### src/rtl/alu_pkg.sv
// Shared opcode encodings, FSM state type and default opcode width for alu_multicycle.
// Opcode 10 (DIVU) only has an implementation when ALU_DIV_EN is defined.
package alu_pkg;

  localparam int OPW = 4;

  localparam logic [OPW-1:0] OP_AND   = 4'd0;
  localparam logic [OPW-1:0] OP_OR    = 4'd1;
  localparam logic [OPW-1:0] OP_ADD   = 4'd2;
  localparam logic [OPW-1:0] OP_SUB   = 4'd3;
  localparam logic [OPW-1:0] OP_XOR   = 4'd4;
  localparam logic [OPW-1:0] OP_BEQ   = 4'd5;
  localparam logic [OPW-1:0] OP_J     = 4'd6;
  localparam logic [OPW-1:0] OP_SLT   = 4'd7;
  localparam logic [OPW-1:0] OP_BNE   = 4'd8;
  localparam logic [OPW-1:0] OP_MULTU = 4'd9;
  localparam logic [OPW-1:0] OP_DIVU  = 4'd10;

  typedef enum logic [1:0] {
    ST_IDLE = 2'd0,
    ST_MUL  = 2'd1,
    ST_DIV  = 2'd2,
    ST_DONE = 2'd3
  } state_t;

endpackage

### src/rtl/alu_muldiv_iter.sv
// Bit-serial unsigned shift-add multiplier and (with ALU_DIV_EN) restoring divider.
// lo/hi present the value after the current iteration so the caller can capture it on the last one.
module alu_muldiv_iter
  import alu_pkg::*;
#(
  parameter int WIDTH = 32
) (
  input  logic             clk,
  input  logic             rst_n,
  input  logic             start,
  input  logic             flush,
`ifdef ALU_DIV_EN
  input  logic             is_div,
`endif
  input  logic [WIDTH-1:0] a,
  input  logic [WIDTH-1:0] b,
  output logic             busy,
  output logic             done,
  output logic [WIDTH-1:0] lo,
  output logic [WIDTH-1:0] hi
);

  localparam int CNT_W = $clog2(WIDTH);

  logic             run_r;
  logic [CNT_W-1:0] cnt_r;
  logic [WIDTH-1:0] lo_r;
  logic [WIDTH-1:0] hi_r;
  logic [WIDTH-1:0] b_r;
  logic [WIDTH:0]   mul_sum_s;
  logic [WIDTH-1:0] lo_next_s;
  logic [WIDTH-1:0] hi_next_s;
`ifdef ALU_DIV_EN
  logic             div_r;
  logic [WIDTH:0]   div_shift_s;
  logic [WIDTH:0]   div_diff_s;
`endif

  // One iteration step: {hi,lo} holds partial product / remainder and quotient.
  always_comb begin
    mul_sum_s = {1'b0, hi_r} + (lo_r[0] ? {1'b0, b_r} : {(WIDTH+1){1'b0}});
    lo_next_s = {mul_sum_s[0], lo_r[WIDTH-1:1]};
    hi_next_s = mul_sum_s[WIDTH:1];
`ifdef ALU_DIV_EN
    div_shift_s = {hi_r, lo_r[WIDTH-1]};
    div_diff_s  = div_shift_s - {1'b0, b_r};
    if (div_r) begin
      // Borrow out of the trial subtraction means restore the shifted remainder.
      lo_next_s = {lo_r[WIDTH-2:0], ~div_diff_s[WIDTH]};
      hi_next_s = div_diff_s[WIDTH] ? div_shift_s[WIDTH-1:0] : div_diff_s[WIDTH-1:0];
    end else begin
      lo_next_s = {mul_sum_s[0], lo_r[WIDTH-1:1]};
    end
`endif
  end

  assign busy = run_r;
  assign done = run_r && (cnt_r == CNT_W'(WIDTH-1));
  assign lo   = lo_next_s;
  assign hi   = hi_next_s;

  // Operand load, iteration counter and working registers.
  always_ff @(posedge clk or negedge rst_n) begin
    if (!rst_n) begin
      run_r <= 1'b0;
      cnt_r <= {CNT_W{1'b0}};
      lo_r  <= {WIDTH{1'b0}};
      hi_r  <= {WIDTH{1'b0}};
      b_r   <= {WIDTH{1'b0}};
`ifdef ALU_DIV_EN
      div_r <= 1'b0;
`endif
    end else if (flush) begin
      run_r <= 1'b0;
    end else if (start) begin
      run_r <= 1'b1;
      cnt_r <= {CNT_W{1'b0}};
      lo_r  <= a;
      hi_r  <= {WIDTH{1'b0}};
      b_r   <= b;
`ifdef ALU_DIV_EN
      div_r <= is_div;
`endif
    end else if (run_r) begin
      lo_r  <= lo_next_s;
      hi_r  <= hi_next_s;
      cnt_r <= cnt_r + CNT_W'(1);
      run_r <= ~done;
    end else begin
      run_r <= 1'b0;
    end
  end

endmodule

### src/rtl/alu_multicycle.sv
// Multi-cycle ALU: single-cycle logic/arith/branch ops plus iterative MULTU and DIVU.
// DIVU and the DIV state are only built when ALU_DIV_EN is defined; otherwise opcode 10 is undefined.
module alu_multicycle #(
  parameter int WIDTH = 32,
  parameter int OPW   = alu_pkg::OPW
) (
  input  logic             clk,
  input  logic             rst_n,
  input  logic             start,
  input  logic             flush,
  input  logic [OPW-1:0]   op,
  input  logic [WIDTH-1:0] a,
  input  logic [WIDTH-1:0] b,
  input  logic [WIDTH-1:0] pc,
  input  logic [WIDTH-1:0] imm,
  output logic             busy,
  output logic             done,
  output logic [WIDTH-1:0] y,
  output logic [WIDTH-1:0] hi,
  output logic             zero,
  output logic             ovf
);
  import alu_pkg::*;

  state_t           state_r;
  state_t           state_next_s;
  logic             busy_r;
  logic             done_r;
  logic [WIDTH-1:0] y_r;
  logic [WIDTH-1:0] hi_r;
  logic             zero_r;
  logic             ovf_r;

  logic [WIDTH-1:0] pc4_s;
  logic [WIDTH-1:0] br_off_s;
  logic [WIDTH-1:0] sum_s;
  logic [WIDTH-1:0] diff_s;
  logic [WIDTH-1:0] alu_y_s;
  logic             alu_ovf_s;
  logic [WIDTH-1:0] res_y_s;
  logic [WIDTH-1:0] res_hi_s;
  logic             res_hi_en_s;
  logic             res_ovf_s;

  logic             iter_start_s;
  logic             iter_busy_s;
  logic             iter_done_s;
  logic [WIDTH-1:0] iter_lo_s;
  logic [WIDTH-1:0] iter_hi_s;
`ifdef ALU_DIV_EN
  logic             iter_div_s;
`endif
  logic             unused_s;

  assign unused_s = ^{imm[WIDTH-1:26], iter_busy_s};

  assign pc4_s    = pc + WIDTH'(32'd4);
  assign br_off_s = {{(WIDTH-18){imm[15]}}, imm[15:0], 2'b00};
  assign sum_s    = a + b;
  assign diff_s   = a - b;

  // Single-cycle result and signed overflow; undefined opcodes give zero.
  always_comb begin
    alu_y_s   = {WIDTH{1'b0}};
    alu_ovf_s = 1'b0;
    case (op)
      OPW'(OP_AND): alu_y_s = a & b;
      OPW'(OP_OR):  alu_y_s = a | b;
      OPW'(OP_XOR): alu_y_s = a ^ b;
      OPW'(OP_ADD): begin
        alu_y_s   = sum_s;
        alu_ovf_s = (a[WIDTH-1] == b[WIDTH-1]) && (sum_s[WIDTH-1] != a[WIDTH-1]);
      end
      OPW'(OP_SUB): begin
        alu_y_s   = diff_s;
        alu_ovf_s = (a[WIDTH-1] != b[WIDTH-1]) && (diff_s[WIDTH-1] != a[WIDTH-1]);
      end
      OPW'(OP_BEQ): alu_y_s = (a == b) ? (pc4_s + br_off_s) : pc4_s;
      OPW'(OP_BNE): alu_y_s = (a != b) ? (pc4_s + br_off_s) : pc4_s;
      OPW'(OP_J):   alu_y_s = {pc4_s[WIDTH-1:28], imm[25:0], 2'b00};
      OPW'(OP_SLT): alu_y_s = {{(WIDTH-1){1'b0}}, ($signed(a) < $signed(b))};
      default: begin
        alu_y_s   = {WIDTH{1'b0}};
        alu_ovf_s = 1'b0;
      end
    endcase
  end

  // Next-state logic; flush wins over start and over iterator completion.
  always_comb begin
    state_next_s = state_r;
    iter_start_s = 1'b0;
`ifdef ALU_DIV_EN
    iter_div_s   = 1'b0;
`endif
    case (state_r)
      ST_IDLE: begin
        if (flush) begin
          state_next_s = ST_IDLE;
        end else if (start) begin
          if (op == OPW'(OP_MULTU)) begin
            state_next_s = ST_MUL;
            iter_start_s = 1'b1;
          end
`ifdef ALU_DIV_EN
          else if ((op == OPW'(OP_DIVU)) && (b != {WIDTH{1'b0}})) begin
            state_next_s = ST_DIV;
            iter_start_s = 1'b1;
            iter_div_s   = 1'b1;
          end
`endif
          else begin
            state_next_s = ST_DONE;
          end
        end else begin
          state_next_s = ST_IDLE;
        end
      end
      ST_MUL, ST_DIV: begin
        if (flush) begin
          state_next_s = ST_IDLE;
        end else if (iter_done_s) begin
          state_next_s = ST_DONE;
        end else begin
          state_next_s = state_r;
        end
      end
      ST_DONE: state_next_s = ST_IDLE;
      default: state_next_s = ST_IDLE;
    endcase
  end

  // Value captured on entry to DONE: iterator result, divide-by-zero, or single-cycle result.
  always_comb begin
    res_y_s     = alu_y_s;
    res_hi_s    = hi_r;
    res_hi_en_s = 1'b0;
    res_ovf_s   = alu_ovf_s;
    if (state_r != ST_IDLE) begin
      res_y_s     = iter_lo_s;
      res_hi_s    = iter_hi_s;
      res_hi_en_s = 1'b1;
      res_ovf_s   = 1'b0;
    end
`ifdef ALU_DIV_EN
    else if (op == OPW'(OP_DIVU)) begin
      res_y_s     = {WIDTH{1'b1}};
      res_hi_s    = a;
      res_hi_en_s = 1'b1;
      res_ovf_s   = 1'b0;
    end
`endif
    else begin
      res_y_s     = alu_y_s;
      res_hi_en_s = 1'b0;
      res_ovf_s   = alu_ovf_s;
    end
  end

  // State register and registered outputs; results only change when DONE is entered.
  always_ff @(posedge clk or negedge rst_n) begin
    if (!rst_n) begin
      state_r <= ST_IDLE;
      busy_r  <= 1'b0;
      done_r  <= 1'b0;
      y_r     <= {WIDTH{1'b0}};
      hi_r    <= {WIDTH{1'b0}};
      zero_r  <= 1'b1;
      ovf_r   <= 1'b0;
    end else begin
      state_r <= state_next_s;
      busy_r  <= (state_next_s == ST_MUL) || (state_next_s == ST_DIV);
      done_r  <= (state_next_s == ST_DONE);
      if (state_next_s == ST_DONE) begin
        y_r    <= res_y_s;
        zero_r <= (res_y_s == {WIDTH{1'b0}});
        ovf_r  <= res_ovf_s;
        if (res_hi_en_s) begin
          hi_r <= res_hi_s;
        end
      end
    end
  end

  alu_muldiv_iter #(
    .WIDTH (WIDTH)
  ) u_iter (
    .clk    (clk),
    .rst_n  (rst_n),
    .start  (iter_start_s),
    .flush  (flush),
`ifdef ALU_DIV_EN
    .is_div (iter_div_s),
`endif
    .a      (a),
    .b      (b),
    .busy   (iter_busy_s),
    .done   (iter_done_s),
    .lo     (iter_lo_s),
    .hi     (iter_hi_s)
  );

  assign busy = busy_r;
  assign done = done_r;
  assign y    = y_r;
  assign hi   = hi_r;
  assign zero = zero_r;
  assign ovf  = ovf_r;

endmodule

### config.mk
export PLATFORM = sky130hd
export DESIGN_NAME = alu_multicycle
export DESIGN_NICKNAME = d
export VERILOG_FILES = /design/src/rtl/alu_pkg.sv /design/src/rtl/alu_muldiv_iter.sv /design/src/rtl/alu_multicycle.sv
export SDC_FILE = /design/constraint.sdc
export NUM_CORES = 1
export LEC_CHECK = 0
export ABC_AREA = 1
export BUFFER_PORTS_ARGS = -buffer_cell sky130_fd_sc_hd__buf_2
export CORE_MARGIN = 2
export CORE_UTILIZATION = 62
export CTS_CLUSTER_DIAMETER = 80
export DETAILED_ROUTE_END_ITERATION = 10
export GPL_TIMING_DRIVEN = 0
export PLACE_DENSITY = 0.82
export SETUP_SLACK_MARGIN = 0.1
export SYNTH_ARGS = -nofsm -noshare
export SYNTH_HDL_FRONTEND = slang
export SYNTH_HIERARCHICAL = 1
export SYNTH_SLANG_ARGS = --single-unit
### constraint.sdc
create_clock -name clk -period 3.4 [get_ports clk]
set_input_delay 0.17 -clock clk [delete_from_list [all_inputs] [get_ports clk]]
set_output_delay 0.17 -clock clk [all_outputs]
set_load 0.05 [all_outputs]
---- After elaboration in Yosys (flattened, before gate mapping) ----
Cells that the tools add are included.
cells by class
  add/sub/neg operators ................... 6
  equal/unequal tests ..................... 22
  $lt $le $gt $ge ......................... 1
  bitwise gates (word level) .............. 5
  muxes and demuxes ....................... 27
  reduce and logical (&&, ||, !) cells .... 13
operator list
  kind                   count
  $pmux 32 s9            1
  $mux 32                8
  $add 32x32->32         2
  $add 32x33->33         1
  $add 32x3->32 const B  1
  $and 32x32->32         1
  $eq 32x32->1           1
  $logic_not 32->1       1
  $lt 32x32->1           1
  $ne 32x32->1           1
  $or 32x32->32          1
  $sub 32x32->32         1
  $xor 32x32->32         1
  $eq 4x3->1 const B     4
  $mux 2                 5
  $mux 5                 2
  $mux 1                 9
  $eq 2x2->1 const B     4
  $eq 4x2->1 const B     2
  $eq 4x4->1 const B     2
  $pmux 2 s3             1
  $add 5x1->5 const B    1
  $eq 5x5->1 const B     1
  $eq 2x1->1 const B     2
  other kinds (13)       20
storage, ports and cells
  register bits ........................... 172
  bits of input ports ..................... 136
  word-level logic and storage cells ...... 86

---- Depth between registers and ports, before layout ----
  word-level depth ........................ 7
  depth in mapped cells ................... 32
  depth with buffers taken out ............ 32

---- By module ----
Netlist, hierarchy kept.
by module, submodules not included
  module           seq. area each (µm²)  area each (µm²)  cells an instance  instances
  alu_multicycle   1752.9                13432.9          2398               1
  alu_muldiv_iter  2552.4                7181.9           1084               1

---- Least setup slack after synthesis ----
No wires, ideal clock.
  path kind ............................... reg-to-reg
  start point ............................. register state_r[0]
  end point ............................... register y_r[22], in the netlist y[22]
  path slack .............................. 679 ps
  library setup time ...................... 138 ps
  period minus slack after synthesis ...... 2721 ps
  buffers on the path ..................... 4
  cell stages (with the launch flop) ...... 12
  required time ........................... 3262 ps
  data arrival time ....................... 2583 ps
  cells stage by stage .................... dfrtp_1 inv_1 ha_1 inv_1 clkbuf_1 clkbuf_1 nand3_1 o21ai_0 ha_1 clkbuf_1 clkbuf_1 a31oi_1
between the ends
  longest elaborated chain between the ends .. 4
  elaborated cells between the ends (all ways) .. 11
  classes of those cells .................. 4 x eq/ne; 4 x mux; 3 x reduce/logical
RTL lines
  element                                           RTL line                                     text
  start, declared                                   alu_multicycle.sv:25                         state_t state_r;
  start signal, assigned                            alu_multicycle.sv:171                        state_r <= state_next_s;
  $eq 2x1->1, or another cell as far along          alu_multicycle.sv:96                         case (state_r)
  $reduce_or 2->1 / $mux 2 (equally long branches)  alu_multicycle.sv:96, alu_multicycle.sv:120
  $pmux 2 s3 *                                      alu_multicycle.sv:96
  via state_next_s[0]                               alu_multicycle.sv:26                         state_t state_next_s;
  $eq 2x2->1 *                                      alu_multicycle.sv:174                        if (state_next_s == ST_DONE) begin
  end signal, assigned                              alu_multicycle.sv:166                        y_r <= {WIDTH{1'b0}};
  end signal, assigned                              alu_multicycle.sv:175                        y_r <= res_y_s;
  end, declared                                     alu_multicycle.sv:29                         logic [WIDTH-1:0] y_r;
Mark *: on every way through the listed nets, which the timed path passes. The rest lies on a longest branch.
A chain may end at the register's enable or synchronous reset.

---- Final worst setup path ----
  start point ............................. input port a[0]
  end point ............................... register zero_r, in the netlist zero
between the ends
  longest elaborated chain between the ends .. 5
  elaborated cells between the ends (all ways) .. 13
  classes of those cells .................. 2 x add/sub; 1 x order compare; 2 x eq/ne; 4 x mux; 3 x bitwise; 1 x reduce/logical
RTL lines
  element                                                                 RTL line               text
  start, declared                                                         alu_multicycle.sv:12   input logic [WIDTH-1:0] a,
  parallel branches: the longest is 2 deep, another holds $sub 32x32->32  --
  $pmux 32 s9 *                                                           alu_multicycle.sv:66   case (op)
  $mux 32 *                                                               alu_multicycle.sv:139  if (state_r != ST_IDLE) begin
  $logic_not 32->1 *                                                      alu_multicycle.sv:176  zero_r <= (res_y_s == {WIDTH{1'b0}});
  end signal, assigned                                                    alu_multicycle.sv:176
  end, declared                                                           alu_multicycle.sv:31   logic zero_r;
Every way passes the cells marked *.

==> metrics <==
outcome=finished, violations left; failing checks=setup timing; First-pass DRT Iterations=7; Worst setup EP type=flop; clock root buffer=clkbuf_16; clk_lat worst skew=0.44 ns; global-route wire length before repair=132,100 um; register area share after synthesis=20.88%; starting density of the core=63.20%; largest family of logic cells by synthesized area=simple AND/OR/NAND/NOR gates; setup violators final=1; Tcrit/Tclk final=102.5%; total placed cells including tap cells=4,122; Synth Area in Simple Gates=40.87%; CTS tree=done; P_leak=13.83 nW; hold_sp=b[4]; Max Slew Vio Count=0; DRC violations left=0; compound-cell area share of the yosys netlist=10.50%; Post-Syn Area=20,610 um^2; antenna violations before repair=7; vias in the first global route=23,980; pin count of the biggest net entering global routing=118; Final WS setup=-0.08479 ns; pin slew with the least headroom to its limit=1.230 ns; Crit. Startpoint=a[0]; port bufs=197; Synth Instances=3,482; fmax=287.0 MHz; Worst Path Required=3.78 ns; Adder-Cell Fraction of Synth Area=10.52%; Rel. slew slack=17.70%; Non-Filler Instances=4,174; kind of critical path=input pin to flop; Post-Synth XOR/XNOR Area=1.851%; vias=25,210; Fin. Hold Viols=0; Worst-path clk slew=0.07 ns; mux contribution to synthesized area=1.991%; # clock sinks=172; CP Launch Type=input pin; overflow left after global routing=0; flops & latches, synth=172; Synth cell types=61; gr usage total=49.31%; power consumption=8.325 mW; I/O pin cnt=204; Rows=66; layout cell share with drive strength beyond 1=14.95%; Tmin final=3.485 ns; Synthesized Nets=3,789; WL final=88,300 um; Setup TNS=-0.08479 ns; CTS H-tree depth=4; GPL Wtd Cong=1.118; maximum vdd drop=0.4024 mV; clock buffer depth=2; Yosys warning count=6; total CTS buffers=17; DP HPWL=70,050 um; Layout Area Growth over Synthesis=14.55%; Power Density=352.5 nW/um^2; die area=34,720 um^2; crit-path max FO=5; reg2reg start=u_iter/lo_r[0]; core area=32,620 um^2; Top FF cell, synth=dfrtp_1; DRT iter0 DRCs=3,699; RSZ-0062 raised after global routing=true; detailed-route vias per instance=6.040; CP arrival=3.87 ns; drt wl/cell=21.15 um; Max Cap Viol=0; HP Class=input pin to flop; Mapped Avg Cell Area=5.920 um^2; Final ANT Viol Nets=0; ys async rst share=100.0%; die width=186.3 um; chip height=186.3 um; Layout Nets=4,019; clock skew=0.01313 ns; Post-synth EDFFs=0
[synthesized netlist by cell type (6+ instances only)]
master    instances  share of area (%)
nand2_1        1288                 23
inv_1           537                9.8
nor2_1          319                5.8
nand3_1         236                5.7
dfrtp_1         171                 21
ha_1            167                 10
a21oi_1         150                3.6
o21ai_0          96                2.3
a31oi_1          44                1.3
nand4_1          42                1.3
buf_4            35                1.3
clkbuf_1         34               0.62
mux2_2           32                1.7
buf_2            30               0.73
xor2_1           24                1.0
nand2_2          23               0.70
o22ai_1          23               0.70
and2_1           19               0.58
nor3_1           17               0.41
o21bai_1         16               0.58
inv_2            14               0.25
nor2_2           14               0.42
xnor2_1          14               0.59
nand3b_1         13               0.47
nor2_4           12               0.66
buf_6            10               0.55
o21ai_1           8               0.19
a22oi_1           7               0.25
nand2_4           6               0.33
[power by group]
part           switching, mW  internal [mW]  total, mW
combinational           2.58           1.13       3.71
clock                  0.894           1.09       1.98
sequential             0.259           2.38       2.64
[cell usage in the layout (no fill, tap or decap), types with 8 or more instances in the layout]
cell type     n
a21oi_1     144
a21oi_2       9
a31oi_1      44
and2_1       19
buf_2       227
buf_4        46
buf_6        10
clkbuf_1     28
clkbuf_16    17
dfrtp_1     171
ha_1        152
ha_4         13
inv_1       533
inv_2        18
mux2_2       32
nand2_1    1272
nand2_2      39
nand3_1     227
nand3_2      12
nand3b_1     13
nand4_1      42
nor2_1      282
nor2_2       37
nor2_4       26
nor3_1       14
nor3_2        8
o21ai_0      93
o21ai_1       8
o21bai_1     16
o22ai_1      23
xor2_1       21
[metal layers]
layer | routed length, um | global-route usage [%] | vias to the layer above
met5 | 13 | 0 | -
met4 | 8645 | 40.46 | 2
met3 | 11390 | 13.65 | 582
met2 | 37910 | 76.25 | 1925
met1 | 30340 | 57.24 | 11350
li1 | - | - | 11350
[timing repair]
action / 4_1_cts / 5_1_grt
setup buffers: 1 / 10
gates resized for setup: 47 / 106
hold endpoints to repair: 57 / 0
pin swaps: 1 / 20
setup endpoints to repair: 66 / 59
hold buffers: 3 / 0
[final cells by class]
type	instances	area (um^2)
multi-input cells	2643	14240
fillers	2752	9005
flip-flops and latches	172	4305
inverters	554	2086
repair buffers	212	1139
plain buffers	112	683.2
well taps	442	553.0
clock buffers	20	466.7
clock inverters	12	121.4
diodes	7	17.52
[critical path, cell delays in order]
cell,delay (ns)
buf_2,0.13
ha_1,0.28
fa_1,0.56
nand3_1,0.15
nand3_1,0.28
nand2_1,0.18
nand2_1,0.20
nand2_1,0.15
nand3_1,0.07
nand3_1,0.13
nand4_1,0.29
mux2i_2,0.37
nand2_1,0.10
nor2_1,0.11
nand2_1,0.10
nor2_4,0.32
nand4_1,0.16
nand2_1,0.10
[final timing paths]
check | end | slack, ns | depth (start not counted)
max reg2reg | hi[27] | 0.22 | 16
max | zero | -0.08 | 18
max in group asynchronous | u_iter/hi_r[23] | 2.19 | 3
min reg2reg | u_iter/b_r[31] | 0.48 | 2
min | u_iter/b_r[4] | 0.01 | 3
min in group asynchronous | hi[5] | 0.27 | 2
[logic make-up after synthesis]
family / Yosys count
AOI/OAI and AO/OA: 381
xor gates and xnor gates: 41
adders and majority gates: 171
buffers and inverters: 667
DFF: 172
muxes: 37
and+or+nand+nor: 2013
[sequential cells by signal, summed over array words and instances, names as in the netlist]
name	cells
u_iter/cnt_r	5
busy	1
ovf	1
u_iter/hi_r	32
hi	32
zero	1
u_iter/lo_r	32
y	32
done	1
state_r	2
u_iter/busy	1
u_iter/b_r	32
[metrics by stage]
step / setup WS, ns / hold slack, ns / utilization, % / instance area (um^2)
after floorplan: 0.6791 / -0.1256 / - / 20610
after global placement: -0.9334 / 0.4300 / 67.92 / 22150
after detailed placement: -0.9691 / 0.1240 / 68.03 / 22190
after CTS: 0.1004 / 0.004740 / 70.64 / 23040
after global routing: -0.03290 / 0.005080 / 72.37 / 23610
final: -0.08479 / 0.01157 / 72.39 / 23610
Power figures use the tool's default switching activity.
